[config.mk]
export PLATFORM = sky130hd
export DESIGN_NAME = pipe_core_p
export DESIGN_NICKNAME = d
export VERILOG_FILES = /design/src/rtl/pipe_pkg.sv /design/src/rtl/alu_p.sv /design/src/rtl/pipe_core_p.sv
export SDC_FILE = /design/constraint.sdc
export NUM_CORES = 1
export LEC_CHECK = 0
export BUFFER_PORTS_ARGS = -buffer_cell sky130_fd_sc_hd__buf_2
export CAP_MARGIN = 20
export CORE_ASPECT_RATIO = 2
export CORE_MARGIN = 2
export CORE_UTILIZATION = 40
export CTS_BUF_LIST = sky130_fd_sc_hd__clkbuf_4 sky130_fd_sc_hd__clkbuf_8
export DETAILED_ROUTE_END_ITERATION = 16
export PLACE_DENSITY = 0.67
export REMOVE_ABC_BUFFERS = 1
export SYNTH_ARGS = -nofsm -noshare
export SYNTH_HDL_FRONTEND = slang
export SYNTH_SLANG_ARGS = --single-unit
[constraint.sdc]
create_clock -name clk -period 6.58 [get_ports clk]
set_clock_uncertainty 0.2 [all_clocks]
set_input_delay 1.316 -clock clk [delete_from_list [all_inputs] [get_ports clk]]
set_output_delay 1.316 -clock clk [all_outputs]
set_load 0.1 [all_outputs]
[src/rtl/pipe_pkg.sv]
// Shared definitions for the pipe_core_p pipeline: ALU opcodes, the immediate-select
// bit and instruction field offsets for the {op, rd, rs1, imm} word.
package pipe_pkg;

  localparam int unsigned OP_W    = 4;
  localparam int unsigned IMM_BIT = 3;

  localparam logic [2:0] OP_ADD  = 3'd0;
  localparam logic [2:0] OP_SUB  = 3'd1;
  localparam logic [2:0] OP_AND  = 3'd2;
  localparam logic [2:0] OP_OR   = 3'd3;
  localparam logic [2:0] OP_XOR  = 3'd4;
  localparam logic [2:0] OP_SHL  = 3'd5;
  localparam logic [2:0] OP_SHR  = 3'd6;
  localparam logic [2:0] OP_PASS = 3'd7;

  // Field LSB positions; imm always starts at bit 0
  function automatic int unsigned rs1_lsb(input int unsigned data_w);
    return data_w;
  endfunction

  function automatic int unsigned rd_lsb(input int unsigned data_w, input int unsigned ra_w);
    return data_w + ra_w;
  endfunction

  function automatic int unsigned op_lsb(input int unsigned data_w, input int unsigned ra_w);
    return data_w + 2 * ra_w;
  endfunction

  function automatic int unsigned instr_w(input int unsigned data_w, input int unsigned ra_w);
    return OP_W + 2 * ra_w + data_w;
  endfunction

endpackage

[src/rtl/alu_p.sv]
// Combinational ALU: add/sub/logic/single-bit shifts/pass-B, all modulo 2^DATA_W.
module alu_p
  import pipe_pkg::*;
#(
  parameter int unsigned DATA_W = 8
) (
  input  logic [2:0]        op,
  input  logic [DATA_W-1:0] a,
  input  logic [DATA_W-1:0] b,
  output logic [DATA_W-1:0] y_c
);

  always_comb begin
    y_c = '0;
    case (op)
      OP_ADD:  y_c = a + b;
      OP_SUB:  y_c = a - b;
      OP_AND:  y_c = a & b;
      OP_OR:   y_c = a | b;
      OP_XOR:  y_c = a ^ b;
      OP_SHL:  y_c = a << 1;
      OP_SHR:  y_c = a >> 1;
      OP_PASS: y_c = b;
      default: y_c = '0;
    endcase
  end

endmodule

[src/rtl/pipe_core_p.sv]
// Three-register in-order pipeline (ID -> EX -> WB) with register file, full operand
// forwarding, valid/ready backpressure on both ends, synchronous flush and retire counter.
module pipe_core_p
  import pipe_pkg::*;
#(
  parameter  int unsigned DATA_W  = 8,
  parameter  int unsigned RA_W    = 3,
  parameter  int unsigned CNT_W   = 16,
  localparam int unsigned INSTR_W = instr_w(DATA_W, RA_W)
) (
  input  logic               clk,
  input  logic               rst,
  input  logic               in_valid,
  output logic               in_ready,
  input  logic [INSTR_W-1:0] in_instr,
  input  logic               flush,
  output logic               out_valid,
  input  logic               out_ready,
  output logic [RA_W-1:0]    out_rd,
  output logic [DATA_W-1:0]  out_data,
  output logic [CNT_W-1:0]   retire_cnt
);

  localparam int unsigned REG_N   = 1 << RA_W;
  localparam int unsigned RS1_LSB = rs1_lsb(DATA_W);
  localparam int unsigned RD_LSB  = rd_lsb(DATA_W, RA_W);
  localparam int unsigned OP_LSB  = op_lsb(DATA_W, RA_W);

  logic               v1, v2, v3;
  logic [INSTR_W-1:0] instr1;
  logic [2:0]         op2;
  logic [RA_W-1:0]    rd2, rd3;
  logic [DATA_W-1:0]  a2, b2, data3;
  logic [DATA_W-1:0]  regs [REG_N];
  logic [CNT_W-1:0]   cnt;

  logic               en1_c, en2_c, en3_c, accept_c, retire_c;
  logic [OP_W-1:0]    op1_c;
  logic [RA_W-1:0]    rd1_c, rs1_c, rs2_c;
  logic [DATA_W-1:0]  imm1_c, a1_c, rb1_c, b1_c, alu_y_c;

  // Handshake: a stage advances when it is empty or its successor advances
  always_comb begin
    en3_c    = !v3 || out_ready;
    en2_c    = !v2 || en3_c;
    en1_c    = !v1 || en2_c;
    in_ready = en1_c && !flush;
    accept_c = in_valid && in_ready;
    retire_c = v3 && out_ready && !flush;
  end

  // S1 field decode
  always_comb begin
    op1_c  = instr1[OP_LSB +: OP_W];
    rd1_c  = instr1[RD_LSB +: RA_W];
    rs1_c  = instr1[RS1_LSB +: RA_W];
    imm1_c = instr1[DATA_W-1:0];
    rs2_c  = imm1_c[RA_W-1:0];
  end

  // Operand read with forwarding: EX result beats WB data beats register file
  always_comb begin
    a1_c  = regs[rs1_c];
    rb1_c = regs[rs2_c];
    if (v2 && rd2 == rs1_c)      a1_c = alu_y_c;
    else if (v3 && rd3 == rs1_c) a1_c = data3;
    if (v2 && rd2 == rs2_c)      rb1_c = alu_y_c;
    else if (v3 && rd3 == rs2_c) rb1_c = data3;
    b1_c = op1_c[IMM_BIT] ? imm1_c : rb1_c;
  end

  alu_p #(.DATA_W(DATA_W)) u_alu (
    .op  (op2),
    .a   (a2),
    .b   (b2),
    .y_c (alu_y_c)
  );

  // Pipeline registers; payloads load only with a valid instruction so WB holds under stall
  always_ff @(posedge clk or posedge rst) begin
    if (rst) begin
      v1     <= 1'b0;
      v2     <= 1'b0;
      v3     <= 1'b0;
      instr1 <= '0;
      op2    <= '0;
      rd2    <= '0;
      a2     <= '0;
      b2     <= '0;
      rd3    <= '0;
      data3  <= '0;
    end else if (flush) begin
      v1 <= 1'b0;
      v2 <= 1'b0;
      v3 <= 1'b0;
    end else begin
      if (en3_c) begin
        v3 <= v2;
        if (v2) begin
          rd3   <= rd2;
          data3 <= alu_y_c;
        end
      end
      if (en2_c) begin
        v2 <= v1;
        if (v1) begin
          op2 <= op1_c[2:0];
          rd2 <= rd1_c;
          a2  <= a1_c;
          b2  <= b1_c;
        end
      end
      if (en1_c) begin
        v1 <= accept_c;
        if (accept_c) instr1 <= in_instr;
      end
    end
  end

  // Writeback and retire count
  always_ff @(posedge clk or posedge rst) begin
    if (rst) begin
      for (int unsigned i = 0; i < REG_N; i++) regs[i] <= '0;
      cnt <= '0;
    end else if (retire_c) begin
      regs[rd3] <= data3;
      cnt       <= cnt + CNT_W'(1);
    end
  end

  assign out_valid  = v3;
  assign out_rd     = rd3;
  assign out_data   = data3;
  assign retire_cnt = cnt;

endmodule
==> reports/metrics.cfg <==
[run_status]
outcome = completed

[global_route]
grt_first_pass_wirelength_microns = 30500
grt_busiest_layer = met2
grt_overflow_total = 0
met1_usage_pct = 17.8
antenna_found_initial = 0
grt_max_degree = 94
grt_pass1_vias = 5775
grt_use_met2_pct = 36.8
grt_usage_pct = 18.5
met3_usage_pct = 2.39

[clocking]
clk_pin_slew_ns = 0.08
ctsResizeCount = 0
cts_tree = yes
cts_root_buf = clkbuf_8
clk_path_buf_depth = 2
cts_made_buffers = 17
clock_latency_ns = 0.45
htreeDepth = 4
holdBufCountCts = 0
post_cts_buffers = 0
cts.sinks = 134

[die]
die-area_sq_um = 21300
rows = 73
io_pins = 52
start_util_pct = 40.6
core_sq_um = 19800
fp.dieW_microns = 104
die_y_microns = 205

[cells_and_area]
final_common_cell = dfrtp_1
drive_above_1_share_pct = 30.6
regArea_sq_um = 3350
fillers = 1882
area_growth_syn_to_layout_pct = 9.52
nNetsFinal = 765
layout_common_cells = dfrtp_1 (134), mux2_2 (90), nand2_1 (74), buf_2 (51), nor2_1 (30)
multi_input_area_sq_um = 4270

[drt]
via_per_inst = 5.47
post_drt_wl_per_cell_microns = 19.0
postRouteWirelength_microns = 18900
ant_nets = 0
dr.first_iter.drc_count = 215
dr_total_vias = 5426
drt-pass1-iter-count = 4
drcViolationCount = 0

[critical_path]
reg2reg_from = op2[0]$_DFFE_PP0P_
ff2ff_setup_slack_ns = 3.11
cp-end-kind = output port
startpoint_type = input pin
worstPathArrival_ns = 2.31
cp_slowest_cell = buf_2
crit_type = input pin to output port
path_max_fanout = 5
timing.rr.end = a2[7]$_DFFE_PP0P_
r2r_cells = 10
cp_common_cell = buf_2
crit_path_cell_trace = buf_2, nor2b_4, and2_4, a21oi_1, buf_2
crit_required_ns = 5.06
crit_path_max_incr_delay_ns = 0.46

[sta]
maxSlewHeadroom_pct = 27.1
worstMarginPinSlew_ns = 1.09
clock.fmax_mhz = 261
rsz0062_at_grt = false
period_minus_slack_ns = 3.83
tns_ns = 0
finalSetupViolCount = 0
hold_violations = 0
period_share_pct = 58.2
slew_violations = 0

[min_path]
holdPathStages = 1
min_delay_worst_endpoint = retire_cnt[15]$_DFFE_PP0P_
hold_start = retire_cnt[15]$_DFFE_PP0P_
min_path_type = register to register

[yosys]
syn_avg_cell_area_sq_um = 11.8
ys_seq_area_share_pct = 41.7
synth_edf_count = 0
ys_warn_count = 0
synth_cell_types = 67
synth-main-ff-cell = dfrtp_1
synth.ff_latch_count = 134
syn_inst = 684
async_reset_ff_share_pct = 100
syn_area_sq_um = 8040

[power_and_ir_drop]
powerDensity_nw_per_um2 = 336
cellLeakagePower_nw = 4.13
total_power_mw = 2.96
ir_worst_vdd_mv = 0.308

[placement]
hpwlAfterDp_microns = 13900
port_buffers = 51
gp_congestion = 0.871

[run]
drv_cap = 0

-- worst max-delay path, delay by kind of cell --
family | cells | cell delay (ns)
AND/OR/NAND/NOR | 2 | 0.22
AO/OA/AOI/OAI | 1 | 0.21
buffers and inverters | 2 | 0.57
-- logic make-up (layout without fill, tap and decap cells) --
group           Yosys count  after routing  synth area share (%)
other cells               0              1                     0
compound gates          101            101                  8.66
buf+inv                  70            115                  5.21
mux                     145            145                  25.1
fa+ha+maj                26             26                  4.14
flops                   134            134                  41.7
simple gates            171            171                  11.1
xor+xnor                 37             37                  4.12
-- cell usage after synthesis, drive strengths merged, types with 2 or more instances --
library cell,count,area (sq um)
and3,4,25.0
a221oi,6,65.1
nor3,6,40.0
nand3,14,75.1
nand4,3,31.3
o21a,4,30.0
a21oi,21,105
a22o,2,17.5
and2b,2,15.0
nand2b,7,43.8
nor3b,10,108
a211oi,12,90.1
inv,23,86.3
a31oi,6,37.5
o221ai,3,26.3
nor2,32,125
dfrtp,134,3350
nand3b,2,22.5
o22ai,7,50.1
nor2b,9,63.8
a22oi,2,15.0
buf,33,280
ha,25,313
xor2,13,121
mux2i,23,230
a221o,2,20.0
o311a,2,20.0
o31a,2,17.5
clkbuf,14,52.6
or3b,2,17.5
mux4,32,777
o311ai,2,17.5
mux2,90,1010
nand2,76,290
o21ai,22,110
xnor2,24,210
-- per-layer routing --
metal  vias to the layer above  wire length [microns]
met5                         -                      0
met4                         0                    754
met1                      2751                   6570
li1                       2546                      -
met2                        93                  11200
met3                        36                    370
-- sequential cells by signal, summed over array words and instances (netlist names) --
register    count
a2              8
b2              8
instr1         18
op2             3
out_data        8
out_rd          3
out_valid       1
rd2             3
regs           64
retire_cnt     16
v1              1
v2              1
-- layout make-up --
type | count | share of cell area [%]
multi-input combinational | 480 | 48.5
sequential | 134 | 38.1
tap | 262 | 3.72
timing repair buffer | 60 | 3.66
clock buffer | 20 | 3.12
clock inverter | 12 | 1.87
inverter | 23 | 1.04
antenna | 1 | 0.0284
-- metrics by stage --
stage	cell area [sq um]	utilization [%]	setup slack, ns	instances	hold WS [ns]
2_1_floorplan	7710	-	1.48	637	0.233
3_3_place_gp	8370	42.2	2.76	959	0.253
3_5_place_dp	8370	42.2	2.75	959	0.252
4_1_cts	8810	44.4	2.75	991	0.272
5_1_grt	8810	44.4	2.70	991	0.301
6_report	8810	44.4	2.75	992	0.271
-- where the power goes --
group | switching (mW) | total (mW) | internal (mW)
Sequential | 0.214 | 1.15 | 0.938
Combinational | 0.662 | 1.05 | 0.391
Clock | 0.344 | 0.755 | 0.412
Total | 1.22 | 2.96 | 1.74
-- how the worst max path moves through the flow --
stage               from                 to
2_1_floorplan        rst  a2[0]$_DFFE_PP0P_
3_3_place_gp   out_ready           in_ready
3_5_place_dp   out_ready           in_ready
4_1_cts        out_ready           in_ready
5_1_grt        out_ready           in_ready
6_report       out_ready           in_ready
Power figures use the tool's default switching activity.
